**src/rtl/proc_controller.sv**
```systemverilog
`default_nettype none
// ============================================================================
// Module : proc_controller
// Brief  : Fetch/decode/execute sequencer with a bounded load wait and a
//          retired-instruction counter.
// Rev    : 1.0  initial release
// ============================================================================
module proc_controller #(
  parameter int IW       = 16,
  parameter int OPW      = 4,
  parameter int RA_W     = 4,
  parameter int DA_W     = 8,
  parameter int PCW      = 8,
  parameter int ALU_SW   = 3,
  parameter int MAX_WAIT = 15,
  parameter int CNT_W    = 16
) (
  input  logic              Clock,
  input  logic              Reset,
  input  logic [IW-1:0]     IR,
  input  logic              D_rdy,
  input  logic              ALU_zero,
  input  logic              Resume,
  output logic              PC_clr,
  output logic              PC_up,
  output logic              PC_ld,
  output logic [PCW-1:0]    PC_ld_addr,
  output logic              IR_ld,
  output logic              D_wr,
  output logic [DA_W-1:0]   D_addr,
  output logic [1:0]        RF_s,
  output logic [DA_W-1:0]   Imm,
  output logic [ALU_SW-1:0] ALU_s,
  output logic              RF_W_en,
  output logic [RA_W-1:0]   RF_W_addr,
  output logic [RA_W-1:0]   RF_Ra_addr,
  output logic [RA_W-1:0]   RF_Rb_addr,
  output logic [3:0]        stateOut,
  output logic              Halted,
  output logic              Error,
  output logic [CNT_W-1:0]  InstrCount
);

  generate
    if ((IW < OPW + 3*RA_W) || (IW < OPW + RA_W + DA_W) || (IW < OPW + PCW)) begin : g_bad_params
      $error("proc_controller: IW too narrow for the instruction fields");
    end
  endgenerate

  typedef enum logic [3:0] {
    S_INIT   = 4'd0,
    S_FETCH  = 4'd1,
    S_DECODE = 4'd2,
    S_NOOP   = 4'd3,
    S_STORE  = 4'd4,
    S_LOAD_A = 4'd5,
    S_LOAD_B = 4'd6,
    S_ADD    = 4'd7,
    S_SUB    = 4'd8,
    S_LDI    = 4'd9,
    S_JPZ    = 4'd10,
    S_HALT   = 4'd11,
    S_ERR    = 4'd12
  } state_t;

  // Wide enough to hold MAX_WAIT even when MAX_WAIT is 0
  localparam int                c_WAIT_W   = $clog2(MAX_WAIT + 2);
  localparam logic [c_WAIT_W-1:0] c_WAIT_MAX = c_WAIT_W'(MAX_WAIT);

  localparam logic [OPW-1:0] c_OP_NOOP  = OPW'(0);
  localparam logic [OPW-1:0] c_OP_STORE = OPW'(1);
  localparam logic [OPW-1:0] c_OP_LOAD  = OPW'(2);
  localparam logic [OPW-1:0] c_OP_ADD   = OPW'(3);
  localparam logic [OPW-1:0] c_OP_SUB   = OPW'(4);
  localparam logic [OPW-1:0] c_OP_HALT  = OPW'(5);
  localparam logic [OPW-1:0] c_OP_LDI   = OPW'(6);
  localparam logic [OPW-1:0] c_OP_JPZ   = OPW'(7);

  state_t              r_state;
  logic [c_WAIT_W-1:0] r_wait;
  logic [CNT_W-1:0]    r_count;

  logic [OPW-1:0]  w_opcode;
  logic [RA_W-1:0] w_ra;
  logic [RA_W-1:0] w_rb;
  logic [RA_W-1:0] w_rw;
  logic [DA_W-1:0] w_dlo;
  logic [DA_W-1:0] w_dmid;
  logic [PCW-1:0]  w_tgt;
  state_t          w_dec_state;
  logic            w_legal;

  assign w_opcode = IR[IW-1 -: OPW];
  assign w_ra     = IR[IW-OPW-1 -: RA_W];
  assign w_rb     = IR[IW-OPW-RA_W-1 -: RA_W];
  assign w_rw     = IR[RA_W-1:0];
  assign w_dlo    = IR[DA_W-1:0];
  assign w_dmid   = IR[RA_W+DA_W-1:RA_W];
  assign w_tgt    = IR[PCW-1:0];

  always_comb begin
    w_dec_state = S_ERR;
    w_legal     = 1'b1;
    case (w_opcode)
      c_OP_NOOP:  w_dec_state = S_NOOP;
      c_OP_STORE: w_dec_state = S_STORE;
      c_OP_LOAD:  w_dec_state = S_LOAD_A;
      c_OP_ADD:   w_dec_state = S_ADD;
      c_OP_SUB:   w_dec_state = S_SUB;
      c_OP_HALT:  w_dec_state = S_HALT;
      c_OP_LDI:   w_dec_state = S_LDI;
      c_OP_JPZ:   w_dec_state = S_JPZ;
      default:    w_legal     = 1'b0;
    endcase
  end

  always_ff @(posedge Clock) begin
    if (Reset) begin
      r_state <= S_INIT;
      r_wait  <= '0;
      r_count <= '0;
    end else begin
      case (r_state)
        S_INIT:   r_state <= S_FETCH;
        S_FETCH:  r_state <= S_DECODE;
        S_DECODE: begin
          r_state <= w_dec_state;
          r_wait  <= '0;
          if (w_legal) r_count <= r_count + CNT_W'(1);
        end
        // Data-ready beats the timeout when both happen in the same cycle
        S_LOAD_A: begin
          if (D_rdy)                      r_state <= S_LOAD_B;
          else if (r_wait == c_WAIT_MAX)  r_state <= S_ERR;
          else                            r_wait  <= r_wait + c_WAIT_W'(1);
        end
        S_HALT:   if (Resume) r_state <= S_FETCH;
        S_ERR:    r_state <= S_ERR;
        default:  r_state <= S_FETCH;
      endcase
    end
  end

  always_comb begin
    PC_clr     = 1'b0;
    PC_up      = 1'b0;
    PC_ld      = 1'b0;
    PC_ld_addr = '0;
    IR_ld      = 1'b0;
    D_wr       = 1'b0;
    D_addr     = '0;
    RF_s       = 2'd0;
    Imm        = '0;
    ALU_s      = '0;
    RF_W_en    = 1'b0;
    RF_W_addr  = '0;
    RF_Ra_addr = '0;
    RF_Rb_addr = '0;
    Halted     = 1'b0;
    Error      = 1'b0;
    case (r_state)
      S_INIT:  PC_clr = 1'b1;
      S_FETCH: begin
        IR_ld = 1'b1;
        PC_up = 1'b1;
        ALU_s = ALU_SW'(3);
      end
      S_ADD, S_SUB: begin
        RF_Ra_addr = w_ra;
        RF_Rb_addr = w_rb;
        RF_W_addr  = w_rw;
        RF_W_en    = 1'b1;
        ALU_s      = (r_state == S_ADD) ? ALU_SW'(1) : ALU_SW'(2);
      end
      S_STORE: begin
        RF_Ra_addr = w_ra;
        D_addr     = w_dlo;
        D_wr       = 1'b1;
      end
      S_LOAD_A, S_LOAD_B: begin
        D_addr    = w_dmid;
        RF_W_addr = w_rw;
        RF_s      = 2'd1;
        RF_W_en   = (r_state == S_LOAD_B);
      end
      S_LDI: begin
        Imm       = w_dmid;
        RF_W_addr = w_rw;
        RF_s      = 2'd2;
        RF_W_en   = 1'b1;
      end
      S_JPZ: begin
        PC_ld_addr = w_tgt;
        PC_ld      = ALU_zero;
      end
      S_HALT:  Halted = 1'b1;
      S_ERR:   Error  = 1'b1;
      default: ;
    endcase
  end

  assign stateOut   = r_state;
  assign InstrCount = r_count;

endmodule
`default_nettype wire

```
**config.mk**
```make
export PLATFORM = sky130hd
export DESIGN_NAME = proc_controller
export DESIGN_NICKNAME = d
export VERILOG_FILES = /design/src/rtl/proc_controller.sv
export SDC_FILE = /design/constraint.sdc
export NUM_CORES = 1
export LEC_CHECK = 0
export ABC_CLOCK_PERIOD_IN_PS = 5500
export CAP_MARGIN = 15
export CORE_ASPECT_RATIO = 0.8
export CORE_MARGIN = 2
export CORE_UTILIZATION = 43
export CTS_CLUSTER_SIZE = 12
export DETAILED_ROUTE_END_ITERATION = 8
export PLACE_DENSITY = 0.87
export SLEW_MARGIN = 15
export SYNTH_ARGS = -nofsm -noshare
export SYNTH_HDL_FRONTEND = slang
export SYNTH_SLANG_ARGS = --single-unit
```
**constraint.sdc**
```tcl
create_clock -name Clock -period 5.5 [get_ports Clock]
set_input_delay 1.1 -clock Clock [delete_from_list [all_inputs] [get_ports Clock]]
set_output_delay 1.1 -clock Clock [all_outputs]
set_load 0.005 [all_outputs]
```
# Word-level counts from Yosys, hierarchy flattened

Index checks and enable logic that the tools add are counted.

Bits of input ports: 21
Output and inout bits: 69
Flip-flop bits (word level): 25

Add/subtract/negate cells: 2
Reduce and logical (&&, ||, !) cells: 12
Equal/unequal tests: 23
Multiplexer cells: 25

Operators by type and width:

| operator                                      | count |
|---|---|
| == test 4 x 3 -> 1 bit, second input constant | 8 |
| case mux 4 bit (8 select lines)               | 1 |
| two-way mux 4 bit                             | 6 |
| == test 4 bit, second input constant          | 5 |
| case mux 4 bit (5 select lines)               | 1 |
| adder 16 x 1 -> 16 bit, second input constant | 1 |
| two-way mux 8 bit                             | 2 |
| case mux 8 bit (2 select lines)               | 1 |
| == test 4 x 2 -> 1 bit, second input constant | 3 |
| two-way mux 5 bit                             | 2 |
| case mux 5 bit (2 select lines)               | 1 |
| == test 4 x 1 -> 1 bit, second input constant | 2 |
| logical NOT 4 bit                             | 2 |
| case mux 2 bit (2 select lines)               | 2 |
| OR reduction 8 bit                            | 1 |
| two-way mux 1 bit                             | 7 |
| inequality test 2 bit, second input constant  | 3 |
| OR reduction 3 bit                            | 2 |
| adder 5 x 1 -> 5 bit, second input constant   | 1 |
| == test 5 x 4 -> 1 bit, second input constant | 1 |
| OR reduction 5 bit                            | 1 |
| AND reduction 2 bit                           | 2 |
| OR reduction 2 bit                            | 2 |
| inequality test 3 bit, second input constant  | 1 |
| other kinds (4)                               | 4 |

# Longest topological paths before layout

Word-level depth: 4
Gate-level depth with buffers: 7
Gate-level depth less buffers: 7

# Worst setup path before layout

Ideal clock, no wire load.

Path kind: register -> output
From: register r_state[2] (netlist: stateOut[2])
To: output RF_Ra_addr[0]
Path buffers: 1
Path slack: 2.638 ns
Cell stages (with the launch flop): 6
Data arrival time: 1.762 ns
Required time: 4.400 ns
Path through: dfxtp_1 clkbuf_1 nand2b_1 nor3_1 nor2_1 nor2b_1

Word-level cells in the longest chain between the ends: 3

RTL lines:

| item                                                    | RTL line | RTL |
|---|---|---|
| start: declaration                                      | 79       | `state_t r_state;` |
| start signal: assignment                                | 127      | `r_state <= w_dec_state;` |
| == test 4 x 3 -> 1 bit or == test 4 bit (tied branches) | 161      | `case (r_state)` |
| OR reduction 3 bit (no line) (*)                        | -        |  |
| two-way mux 4 bit (*)                                   | 161      |  |
| end: declaration                                        | 36       | `output logic [RA_W-1:0] RF_Ra_addr,` |

Mark *: on every way between the ends. The rest lies on a longest branch, timed or not.

# Final worst setup path

Ends and elaborated chain as after synthesis.

==> reports/metrics.csv <==
stage,metric,value,unit
power_and_ir_drop,leakagePower,0.8835,nW
worst_setup_path,rr_endpoint,InstrCount[15],
cts,cts_root_buf,clkbuf_8,
synth,synth.ff_latch_count,25,
cts,ctsHtreeMaxLevel,1,
global_route,grt_max_degree,25,
global_route,grt.total_usage,22.72,%
hold_path,min_to,r_wait[4],
synth,synthCells,223,
hold_path,whs_path_depth,2,
job,cap_violations,0,
synth,synthSimpleGateAreaFrac,39.29,%
sta,fin_crit_sh,72.64,%
worst_setup_path,worstPathMaxFanout,13,
floorplanning,start_util,44.70,%
synth,synthAdderAreaFrac,2.208,%
sta,relSlewSlack,25.03,%
hold_path,hp-start,r_wait[4],
cts,cts_resized,0,
cts,cts_buffers,3,
global_route,grt_pass1_wl,7.845,mm
detailed_routing,drt-initial-drc-count,159,
synth,yosys_warnings,0,
detailed_routing,via_per_inst,5.125,
sta,rsz0062_at_grt,no,
synth,avgSynthCellArea,7.625,um^2
run_status,status,finished clean,
worst_setup_path,crit_path_end_kind,output port,
worst_setup_path,critPathRequiredTime,4.40,ns
floorplanning,die_h,60.25,um
layout,nNetsFinal,330,
synth,synth_area,1700,um^2
synth,ys_types,40,
synth,synth-compound-area-share,17.51,%
sta,worstMarginPinSlew,1.116,ns
sta,layout_min_cycle_time,3.995,ns
worst_setup_path,worstSetupStartpointType,flip-flop,
power_and_ir_drop,peakVddDrop,126.2,uV
detailed_routing,postRouteAntennaNets,0,
hold_path,hold_class,flip-flop to flip-flop,
worst_setup_path,rrSetupSlack,3.11,ns
sta,skew,0.01052,ns
global_route,grt-ovfl-total,0,
place,dpl.hpwl,3.984,mm
floorplanning,die-area,4477,um^2
synth,synthMuxAreaShare,0,%
detailed_routing,drc_errors,0,
sta,final.setup.tns,0,ns
synth,synth_top_family_by_area,simple AND/OR/NAND/NOR gates,
sta,hold_viol_final,0,
detailed_routing,post_drt_wl_per_cell,14.20,um
cts,clk_latency,0.27,ns
cts,hold_buffers,0,
worst_setup_path,crit_type,flip-flop to output port,
cts,post_cts_buffers,0,
floorplanning,die_w,74.31,um
synth,syn_nets,247,
layout,antenna_cells,0,
sta,final-setup-viol-count,0,
sta,maxClockFrequency,0.2503,GHz
power_and_ir_drop,power_density,169.4,nW/um^2
detailed_routing,dr_total_vias,1845,
synth,ys_top_cells_by_area,"dfxtp_1 29%, and2_1 9.2%, nor2_1 5.1%",
layout,final_layout_size_suffix_gt1_share,3.607,%
cts,cts_sinks,25,
floorplanning,rows,20,
worst_setup_path,worstPathArrival,2.90,ns
cts,cts.clk_slew.worst_paths,0.09,ns
layout,area_growth,55.26,%
detailed_routing,dr.pass1.iters,4,
global_route,grt_antenna_before_repair,0,
worst_setup_path,r2r-start,stateOut[3],
synth,async_flop_share,0,%
worst_setup_path,r2r_cells,4,
synth,synth_xor_area_share,6.696,%
place,dpl-instance-area,2594,um^2
layout,fill_cells,322,
floorplanning,core-area,3804,um^2
synth,yosys.area.top_type,dfxtp_1,
floorplanning,ios,90,
synth,synth_top_cell_area_share,29.43,%
synth,ys.flop_type,dfxtp_1,
place,globalplace.congestion,0.8025,
detailed_routing,drt-total-wl,5.111,mm
synth,synth_edf_count,0,
place,numPortBuffers,88,
layout,final_area,2640,um^2
cts,cts_max_path_buffers,2,
synth,yosysSeqAreaShare,29.43,%
global_route,grt_pass1_vias,1591,
sta,slew_violations,0,
cts,cts_tree,built,
[registers in the layout (all words and copies together) (netlist names)]
| signal | count |
|---|---|
| stateOut | 4 |
| InstrCount | 16 |
| r_wait | 5 |
[cells by family after synthesis]
| group | Yosys count |
|---|---|
| AOI/OAI and AO/OA | 47 |
| xor gates and xnor gates | 13 |
| adders and majority gates | 3 |
| buffers and inverters | 15 |
| DFF | 25 |
| other | 1 |
| and+or+nand+nor | 119 |
[layer usage]
metal  vias up  routed length [um]  global-route usage [%]  part of all wire [%]
met3         4                 172                   4.553                   3.4
li1        958                   -                       -                     -
met4         0                  37                   3.827                  0.72
met2        35                2479                   36.10                    49
met1       848                2422                   32.42                    47
met5         -                   0                       0                     0
[cell usage after synthesis (3+ instances only)]
master and number:
nand2b_1 6, or3_1 7, nor3b_1 4, nand2_1 14
a21oi_1 15, and2_1 25, and3_1 3, xnor2_1 9
nor4_1 3, nand3b_1 3, xor2_1 4, inv_1 4
dfxtp_1 25, nand3_1 6, nor3_1 6, o21ai_0 14
nor2b_1 6, nand4_1 6, nor2_1 23, clkbuf_1 7
ha_1 3, a22o_1 8
[placed cells by master (no fill, tap or decap), types with 2 or more instances in the layout]
cell              n
nor2b_1           6
and3_1            3
ha_1              3
nand2_1          14
nor3b_1           4
or3_1             7
nor4_1            3
xor2_1            4
clkbuf_8          3
nand3_1           6
nor3_1            6
o21ba_2           2
xnor2_1           9
and2_1           25
a22o_1            8
nand3b_1          3
dfxtp_1          25
nand2b_1          6
o21ai_0          14
clkdlybuf4s50_1  88
nor2_1           23
a21oi_1          15
nand4_1           6
o22ai_1           2
inv_1             4
[cell type report]
type,instances,area [um^2],share of cell area (%)
Sequential cell,25,500.5,18.96
Multi-Input combinational cell,183,1121,42.46
Clock buffer,3,41.29,1.564
Tap cell,55,68.82,2.607
Clock inverter,1,5.005,0.1896
Timing Repair Buffer,89,888.4,33.65
Inverter,4,15.01,0.5687
[power by group]
group          internal [mW]  leakage (nW)  switching, mW  total, mW
sequential             0.185         0.202         0.0143      0.200
clock                 0.0507        0.0255         0.0591      0.110
combinational         0.0793         0.656         0.0586      0.138
[per-stage QoR]
stage	cells	util [%]	total power, mW	hold WS [ns]	setup WS [ns]
floorplan	223	-	0.2661	0.4319	2.638
global placement	356	68.19	0.3386	0.4412	2.027
detailed placement	356	68.19	0.3400	0.4496	1.846
CTS	360	69.41	0.4485	0.4624	1.543
global route	360	69.41	0.4704	0.4812	1.276
finish	360	69.41	0.4473	0.4588	1.505
[worst max path at each step]
stage	start	endpoint	cells after the start	slack (ns)
after floorplan	stateOut[2]	RF_Ra_addr[0]	5	2.64
after global placement	stateOut[2]	RF_Ra_addr[1]	5	2.03
after detailed placement	stateOut[2]	RF_Ra_addr[3]	5	1.85
after CTS	stateOut[2]	RF_Ra_addr[3]	5	1.54
after global routing	stateOut[2]	RF_Ra_addr[0]	5	1.28
final	stateOut[2]	RF_Ra_addr[0]	5	1.50
[worst max-delay path, cell delays in order (launching register included)]
cell             delay, ns
dfxtp_1               0.54
nand2b_1              0.21
nor3_1                0.89
nor2_1                0.27
nor2b_1               0.21
clkdlybuf4s50_1       0.52
Power figures use the tool's default switching activity.
